File: config.mk
export PLATFORM = sky130hd
export DESIGN_NAME = pipe_ctrl_track
export DESIGN_NICKNAME = d
export VERILOG_FILES = /design/src/rtl/pipe_pkg.sv /design/src/rtl/pipe_stage_reg.sv /design/src/rtl/pipe_ctrl_track.sv
export SDC_FILE = /design/constraint.sdc
export NUM_CORES = 1
export LEC_CHECK = 0
export BUFFER_PORTS_ARGS = -buffer_cell sky130_fd_sc_hd__buf_2
export CAP_MARGIN = 5
export CORE_UTILIZATION = 40
export DETAILED_ROUTE_END_ITERATION = 6
export HOLD_SLACK_MARGIN = 0.03
export PLACE_DENSITY = 0.73
export SLEW_MARGIN = 20
export SYNTH_ARGS = -nofsm -noshare
export SYNTH_HDL_FRONTEND = slang
export SYNTH_SLANG_ARGS = --single-unit
File: constraint.sdc
create_clock -name clk -period 4.75 [get_ports clk]
set_input_delay 0.2375 -clock clk [delete_from_list [all_inputs] [get_ports clk]]
set_output_delay 0.2375 -clock clk [all_outputs]
set_load 0.01 [all_outputs]
File: src/rtl/pipe_pkg.sv
// Shared definitions for the pipeline control tracker: the per-stage control
// bundle, its bubble value and the ALUOp class encodings.
package pipe_pkg;

  localparam logic [1:0] ALUOP_ADD    = 2'b00;
  localparam logic [1:0] ALUOP_BRANCH = 2'b01;
  localparam logic [1:0] ALUOP_RTYPE  = 2'b10;
  localparam logic [1:0] ALUOP_ITYPE  = 2'b11;

  typedef struct packed {
    logic       valid;
    logic [4:0] rs1;
    logic [4:0] rs2;
    logic [4:0] rd;
    logic       RegWrite;
    logic       MemRead;
    logic [1:0] ALUOp;
  } ctrl_t;

  localparam ctrl_t CTRL_BUBBLE = '{
    valid:    1'b0,
    rs1:      5'd0,
    rs2:      5'd0,
    rd:       5'd0,
    RegWrite: 1'b0,
    MemRead:  1'b0,
    ALUOp:    ALUOP_ADD
  };

endpackage

File: src/rtl/pipe_stage_reg.sv
// One pipeline stage register holding a ctrl_t bundle, with hold (freeze)
// taking priority over bubble insertion.
module pipe_stage_reg
  import pipe_pkg::*;
(
  input  logic  clk,
  input  logic  rst_n,
  input  logic  i_hold,
  input  logic  i_bubble,
  input  ctrl_t i_d,
  output ctrl_t o_q
);

  ctrl_t r_q;

  // NOTE: sequential state uses non-blocking assignments only; the async
  // reset is in the sensitivity list so outputs clear without a clock edge.
  always_ff @(posedge clk or negedge rst_n) begin
    if (!rst_n) begin
      r_q <= CTRL_BUBBLE;
    end else if (i_hold) begin
      r_q <= r_q;
    end else if (i_bubble) begin
      r_q <= CTRL_BUBBLE;
    end else begin
      r_q <= i_d;
    end
  end

  assign o_q = r_q;

endmodule

File: src/rtl/pipe_ctrl_track.sv
// Carries decoded register indices and control bits through ID/EX, EX/MEM and
// MEM/WB for forwarding/hazard logic, and counts retirements and stall bubbles.
module pipe_ctrl_track
  import pipe_pkg::*;
#(
  parameter int INSTRET_W = 32,
  parameter int STALL_W   = 16
) (
  input  logic                 clk,
  input  logic                 rst_n,
  input  logic                 id_valid,
  input  logic [4:0]           id_rs1,
  input  logic [4:0]           id_rs2,
  input  logic [4:0]           id_rd,
  input  logic                 id_RegWrite,
  input  logic                 id_MemRead,
  input  logic [1:0]           id_ALUOp,
  input  logic                 stall,
  input  logic                 flush,
  input  logic                 freeze,
  output logic                 idex_valid,
  output logic [4:0]           idex_rs1,
  output logic [4:0]           idex_rs2,
  output logic [4:0]           idex_rd,
  output logic                 idex_MemRead,
  output logic                 idex_RegWrite,
  output logic [1:0]           idex_ALUOp,
  output logic                 exmem_valid,
  output logic [4:0]           exmem_rd,
  output logic                 exmem_RegWrite,
  output logic                 exmem_MemRead,
  output logic                 memwb_valid,
  output logic [4:0]           memwb_rd,
  output logic                 memwb_RegWrite,
  output logic [INSTRET_W-1:0] instret,
  output logic [STALL_W-1:0]   stall_cnt
);

  ctrl_t w_id_ctrl;
  ctrl_t w_idex;
  ctrl_t w_exmem;
  ctrl_t w_memwb_d;
  ctrl_t w_memwb;
  logic  w_idex_bubble;

  logic [INSTRET_W-1:0] r_instret;
  logic [STALL_W-1:0]   r_stall_cnt;

  // NOTE: every always_comb output gets a default first so no latch is inferred.
  always_comb begin
    w_id_ctrl          = CTRL_BUBBLE;
    w_id_ctrl.valid    = 1'b1;
    w_id_ctrl.rs1      = id_rs1;
    w_id_ctrl.rs2      = id_rs2;
    w_id_ctrl.rd       = id_rd;
    // x0 is never a real write target; dropping it here keeps forwarding simple.
    w_id_ctrl.RegWrite = id_RegWrite & (id_rd != 5'd0);
    w_id_ctrl.MemRead  = id_MemRead;
    w_id_ctrl.ALUOp    = id_ALUOp;
  end

  assign w_idex_bubble = flush | stall | ~id_valid;

  always_comb begin
    w_memwb_d         = w_exmem;
    w_memwb_d.MemRead = 1'b0;
  end

  pipe_stage_reg u_idex (
    .clk      (clk),
    .rst_n    (rst_n),
    .i_hold   (freeze),
    .i_bubble (w_idex_bubble),
    .i_d      (w_id_ctrl),
    .o_q      (w_idex)
  );

  pipe_stage_reg u_exmem (
    .clk      (clk),
    .rst_n    (rst_n),
    .i_hold   (freeze),
    .i_bubble (1'b0),
    .i_d      (w_idex),
    .o_q      (w_exmem)
  );

  pipe_stage_reg u_memwb (
    .clk      (clk),
    .rst_n    (rst_n),
    .i_hold   (freeze),
    .i_bubble (1'b0),
    .i_d      (w_memwb_d),
    .o_q      (w_memwb)
  );

  // Fields MEM/WB carries but nobody downstream reads.
  logic [12:0] w_memwb_unused;
  assign w_memwb_unused = {w_memwb.rs1, w_memwb.rs2, w_memwb.MemRead, w_memwb.ALUOp};

  always_ff @(posedge clk or negedge rst_n) begin
    if (!rst_n) begin
      r_instret   <= '0;
      r_stall_cnt <= '0;
    end else if (!freeze) begin
      if (w_memwb.valid) begin
        r_instret <= r_instret + INSTRET_W'(1);
      end
      // A stall coinciding with a flush is absorbed by the flush bubble.
      if (stall && !flush && (r_stall_cnt != '1)) begin
        r_stall_cnt <= r_stall_cnt + STALL_W'(1);
      end
    end
  end

  assign idex_valid     = w_idex.valid;
  assign idex_rs1       = w_idex.rs1;
  assign idex_rs2       = w_idex.rs2;
  assign idex_rd        = w_idex.rd;
  assign idex_MemRead   = w_idex.MemRead;
  assign idex_RegWrite  = w_idex.RegWrite;
  assign idex_ALUOp     = w_idex.ALUOp;
  assign exmem_valid    = w_exmem.valid;
  assign exmem_rd       = w_exmem.rd;
  assign exmem_RegWrite = w_exmem.RegWrite;
  assign exmem_MemRead  = w_exmem.MemRead;
  assign memwb_valid    = w_memwb.valid;
  assign memwb_rd       = w_memwb.rd;
  assign memwb_RegWrite = w_memwb.RegWrite;
  assign instret        = r_instret;
  assign stall_cnt      = r_stall_cnt;

endmodule

======== Word-level counts from Yosys, hierarchy flattened ========
Cells that the tools add are included.
Widths: inputs -> output; s select.
cells by class
  bitwise operators ....................... 5
  multiplexer cells ....................... 1
  equality and inequality tests ........... 1
  add/subtract/negate cells ............... 2
  reduce and logical (&&, ||, !) cells .... 6
operators by type and width
  cell                   count
  $add 32x1->32 const B  1
  $mux 20                1
  $add 16x1->16 const B  1
  $ne 16x16->1 const B   1
  $reduce_bool 5->1      1
  $reduce_and 2->1       2
  $logic_and 1x1->1      2
  $not 1->1              2
  $or 1x1->1             2
  $and 1x1->1            1
  $logic_not 1->1        1
storage, ports and cells
  input bits .............................. 25
  register bits ........................... 83
  output and inout bits ................... 83

======== Depth between registers and ports, before layout ========
  depth after elaboration ................. 4
  mapped depth ............................ 5

======== Modules after synthesis ========
A second synthesis with hierarchy kept.
unflattened totals
  cell total of the unflattened synthesis .. 464
  area total of the unflattened synthesis .. 4,815.9 µm²
modules (own cells, without submodules)
  module           cells each  times used  sequential area each (µm²)  area an instance (µm²)
  pipe_stage_reg   85          3           500.5                       830.8
  pipe_ctrl_track  209         1           1,201.2                     2,323.5

======== Least setup slack after synthesis ========
No wires, ideal clock.
  path type ............................... reg2reg
  start point ............................. register r_stall_cnt[0], in the netlist stall_cnt[0]
  end point ............................... register r_stall_cnt[1], in the netlist stall_cnt[1]
  slack ................................... 3.196 ns
  stages on the path, launching flop included .. 6
  data arrival time ....................... 1.429 ns
  clock period less this slack ............ 1.554 ns
  cell sequence ........................... dfrtp_1 > ha_1 > and3_1 > nand4_2 > and2_1 > mux2_2
on the way
  word-level cells in the longest chain between the ends .. 3
  elaborated cells on any way between the ends .. 4
  classes of those cells .................. add/sub: 1; eq/ne: 1; reduce/logical: 2
RTL lines
  element                                                                line                    RTL
  from (decl)                                                            pipe_ctrl_track.sv:47   logic [STALL_W-1:0] r_stall_cnt;
  from (signal assigned)                                                 pipe_ctrl_track.sv:110  r_stall_cnt <= r_stall_cnt + STALL_W'(1);
  parallel branches: the longest is 3 deep, another holds $add 16x1->16  n/a
Several ways; the timed one is not identified.
A chain may end at the register's enable or synchronous reset.

======== Worst setup path after layout ========
  start point ............................. register r_instret[4], in the netlist instret[4]
  end point ............................... register r_instret[23], in the netlist instret[23]
on the way
  word-level cells in the longest chain between the ends .. 1
RTL lines
  element                 line                    RTL
  from (decl)             pipe_ctrl_track.sv:46   logic [INSTRET_W-1:0] r_instret;
  from (signal assigned)  pipe_ctrl_track.sv:106  r_instret <= r_instret + INSTRET_W'(1);
  $add 32x1->32           pipe_ctrl_track.sv:106
Every way passes these cells.

==> metrics.txt <==
# TYPE chip_impl_metric gauge
chip_impl_metric{name="worst_setup_hold_path_clk_slew",unit="ns"} 0.09
chip_impl_metric{name="tns",unit="ns"} 0
chip_impl_metric{name="postSynth.asyncResetShare",unit="%"} 100
chip_impl_metric{name="totalWireLength",unit="mm"} 7.24
chip_impl_metric{name="power",unit="W"} 0.00151
chip_impl_metric{name="htree_num_levels",unit=""} 3
chip_impl_metric{name="vias",unit=""} 2596
chip_impl_metric{name="gr-usage-all-layers",unit="%"} 16.2
chip_impl_metric{name="floorplan.io_pins",unit=""} 108
chip_impl_metric{name="max-cap-violations",unit=""} 0
chip_impl_metric{name="detail-route-antenna-nets",unit=""} 0
chip_impl_metric{name="gpl.final_weighted_congestion",unit=""} 0.769
chip_impl_metric{name="layout-drive-gt1-share",unit="%"} 39.4
chip_impl_metric{name="timing.final.setup_violations",unit=""} 0
chip_impl_info{name="critPathCaptureType",value="register"} 1
chip_impl_metric{name="cellLeakagePower",unit="nW"} 2.34
chip_impl_metric{name="cts_made_buffers",unit=""} 9
chip_impl_metric{name="sequential_share_of_power",unit="%"} 53.5
chip_impl_info{name="startpoint",value="instret[4]"} 1
chip_impl_metric{name="finalHoldViolations",unit=""} 0
chip_impl_metric{name="worst_reg2reg_setup_slack",unit="ns"} 3.12
chip_impl_metric{name="drtPass1Iterations",unit=""} 6
chip_impl_metric{name="cts_repair_resize_count",unit=""} 0
chip_impl_info{name="dominantRegCellSynth",value="dfrtp_1"} 1
chip_impl_metric{name="die-area",unit="um^2"} 9310
chip_impl_metric{name="postSynthRegisterBits",unit=""} 83
chip_impl_metric{name="post-place-cells",unit=""} 484
chip_impl_info{name="status",value="completed"} 1
chip_impl_metric{name="slew_viol_final",unit=""} 0
chip_impl_metric{name="ratio_of_final_minimum_period_to_clock_period",unit="%"} 34.4
chip_impl_metric{name="grt-ovfl-total",unit=""} 0
chip_impl_metric{name="stdcell_area",unit="um^2"} 4450
chip_impl_metric{name="synth-warning-count",unit=""} 0
chip_impl_metric{name="fin_worst_skew",unit="ns"} 0.00863
chip_impl_metric{name="fill_cells",unit=""} 803
chip_impl_metric{name="synth.net_count",unit=""} 302
chip_impl_metric{name="post_dp_cell_area",unit="um^2"} 4230
chip_impl_info{name="cts.root.buffer_cell",value="clkbuf_8"} 1
chip_impl_info{name="tritoncts_clock_tree",value="yes"} 1
chip_impl_metric{name="worst_ep_required_time",unit="ns"} 4.97
chip_impl_metric{name="power_report.internal_total",unit="W"} 0.00109
chip_impl_metric{name="clock-sinks",unit=""} 83
chip_impl_info{name="critical_path_class",value="register to register"} 1
chip_impl_info{name="grt_setup_unrepaired",value="false"} 1
chip_impl_metric{name="placeableCoreArea",unit="um^2"} 8680
chip_impl_metric{name="design.final.nets",unit=""} 415
chip_impl_metric{name="power_per_cell_area",unit="nW/um^2"} 340
chip_impl_metric{name="synth_enable_flop_cells",unit=""} 0
chip_impl_metric{name="num_antenna_cells",unit=""} 0
chip_impl_metric{name="switching_share",unit="%"} 28.2
chip_impl_metric{name="power.share.clock",unit="%"} 33.8
chip_impl_metric{name="synth_seq_area_share",unit="%"} 58.2
chip_impl_metric{name="combPwrFrac",unit="%"} 12.7
chip_impl_metric{name="grt_start_max_net_pins",unit=""} 84
chip_impl_metric{name="worst-endpoint-arrival",unit="ns"} 1.86
chip_impl_info{name="timing.hold.worst.class",value="input pin to register"} 1
chip_impl_metric{name="die_w",unit="um"} 96.5
chip_impl_metric{name="worstPathMaxFanout",unit=""} 7
chip_impl_metric{name="synthesis.instances",unit=""} 275
chip_impl_metric{name="final_cell_count_no_fill",unit=""} 501
chip_impl_metric{name="clock_path_buffers",unit=""} 2
chip_impl_info{name="regToRegStartpoint",value="instret[4]"} 1
chip_impl_metric{name="antenna_found_initial",unit=""} 0
chip_impl_metric{name="syn-mean-instance-area",unit="um^2"} 13.0
chip_impl_info{name="hp-start",value="id_rs2[4]"} 1
chip_impl_metric{name="first_global_vias",unit=""} 2433
chip_impl_metric{name="area_delta_synth_final",unit="%"} 24.5
chip_impl_metric{name="row_count",unit=""} 34
chip_impl_metric{name="timing_worst_slew_pin_value",unit="ns"} 0.787
chip_impl_metric{name="timing.max_slew.rel_slack",unit="%"} 47.5
chip_impl_metric{name="total_switching_power",unit="W"} 0.000427
chip_impl_metric{name="io_buffer_count",unit=""} 107
chip_impl_metric{name="yosys.cell_types.count",unit=""} 41
chip_impl_metric{name="avg_wl_per_cell",unit="um"} 14.5
chip_impl_metric{name="finalCoreUtilization",unit="%"} 51.2
chip_impl_metric{name="detailedPlacementHpwl",unit="mm"} 5.06
chip_impl_metric{name="final.min_clock_period",unit="ns"} 1.63
chip_impl_metric{name="cell_area_after_synthesis",unit="um^2"} 3570
chip_impl_info{name="commonest_cells_after_routing_fill_and_taps_aside",value="106 x buf_2, 83 x dfrtp_1, 36 x xnor2_1"} 1
chip_impl_metric{name="drc",unit=""} 0
chip_impl_metric{name="post_drt_via_cell_ratio",unit=""} 5.18
chip_impl_metric{name="initial_standard_cell_utilization_of_the_core",unit="%"} 41.1
chip_impl_metric{name="clock_insertion_delay_worst_skew",unit="ns"} 0.34
chip_impl_metric{name="fp.dieH",unit="um"} 96.5
chip_impl_info{name="startpoint_type",value="register"} 1
chip_impl_metric{name="clock.fmax",unit="GHz"} 0.612
chip_impl_metric{name="dr.first_iter.drc_count",unit=""} 73
chip_impl_metric{name="multi_input_combinational_cell_area",unit="um^2"} 1470
chip_impl_metric{name="register_area",unit="um^2"} 2080
chip_impl_info{name="mostFrequentLayoutCell",value="buf_2"} 1
chip_impl_metric{name="ir_drop",unit="V"} 0.000149
chip_impl_metric{name="grt_pass1_wl",unit="mm"} 11.6
-- per-stage QoR --
| stage | hold WS [ns] | setup WS [ns] |
|---|---|---|
| CTS | 0.0929 | 3.12 |
| floorplan | -0.0581 | 3.20 |
| global placement | 0.453 | 2.84 |
| detailed placement | 0.464 | 2.79 |
| global route | 0.0884 | 3.00 |
| finish | 0.111 | 3.12 |
-- repair_timing --
action / CTS / global route
hold buffers: 0 / 1
buffers inserted: 0 / 0
endpoints found under the hold margin: 0 / 83
-- kinds of logic after synthesis --
group / count (synthesis) / synth area share [%]
adders and majority gates: 2 / 0.701
xor gates and xnor gates: 43 / 10.5
buffers and inverters: 8 / 0.876
muxes: 18 / 5.78
and+or+nand+nor: 96 / 18.2
AOI/OAI and AO/OA: 25 / 5.78
DFF: 83 / 58.2
-- state kept, by name, indices dropped and copies added (netlist names) --
name / count
u_idex.o_q: 20
u_memwb.o_q: 7
instret: 32
stall_cnt: 16
u_exmem.o_q: 8
-- per-layer routing --
layer,vias to the layer above,track usage [%],share of wire (%)
met4,0,6.13,0.98
met3,8,4.07,5.2
met5,-,0,0
li1,1230,-,-
met1,1287,20.5,46
met2,71,26.6,48
-- cell usage after synthesis (3+ instances only) --
library cell	number	share of area, %
nand4_1	18	3.2
nor4_2	3	1.1
a22o_1	18	4.4
dfrtp_1	83	58
mux2_2	17	5.4
and3_1	7	1.2
nand2_1	16	1.7
xor2_1	7	1.7
xnor2_1	36	8.8
and4_1	6	1.5
clkbuf_1	5	0.53
and2_1	4	0.70
nand3_1	14	2.0
nor2_1	9	0.95
-- critical path, stage by stage (launching register included) --
cell and delay [ns]:
dfrtp_1 0.48, nand4_4 0.20, nor3_2 0.49, nand4_1 0.19, xnor2_1 0.16
-- final timing paths --
| kind | end | depth (start not counted) |
|---|---|---|
| setup / recovery | instret[23] | 4 |
| hold / removal | u_idex.o_q[13] | 2 |
| max in group asynchronous | u_idex.o_q[15] | 2 |
| hold reg to reg | instret[31] | 1 |
| min in group asynchronous | instret[10] | 2 |
| setup reg to reg | instret[23] | 4 |
-- cell type report --
class / count / area share (%)
flip-flops and latches: 83 / 46.7
multi-input cells: 184 / 33.0
repair buffers: 109 / 12.6
well taps: 108 / 3.04
clock buffers: 9 / 2.79
clock inverters: 7 / 1.75
inverters: 1 / 0.0844
-- power by group through the flow --
stage	Sequential [W]	Clock [W]	Combinational [W]
after floorplan	0.000837	0	0.0000785
after global placement	0.000821	0	0.000188
after detailed placement	0.000822	0	0.000195
after CTS	0.000809	0.000530	0.000196
after global routing	0.000818	0.000557	0.000215
final	0.000809	0.000511	0.000193
No activity file was read; power rests on OpenSTA's default activity.
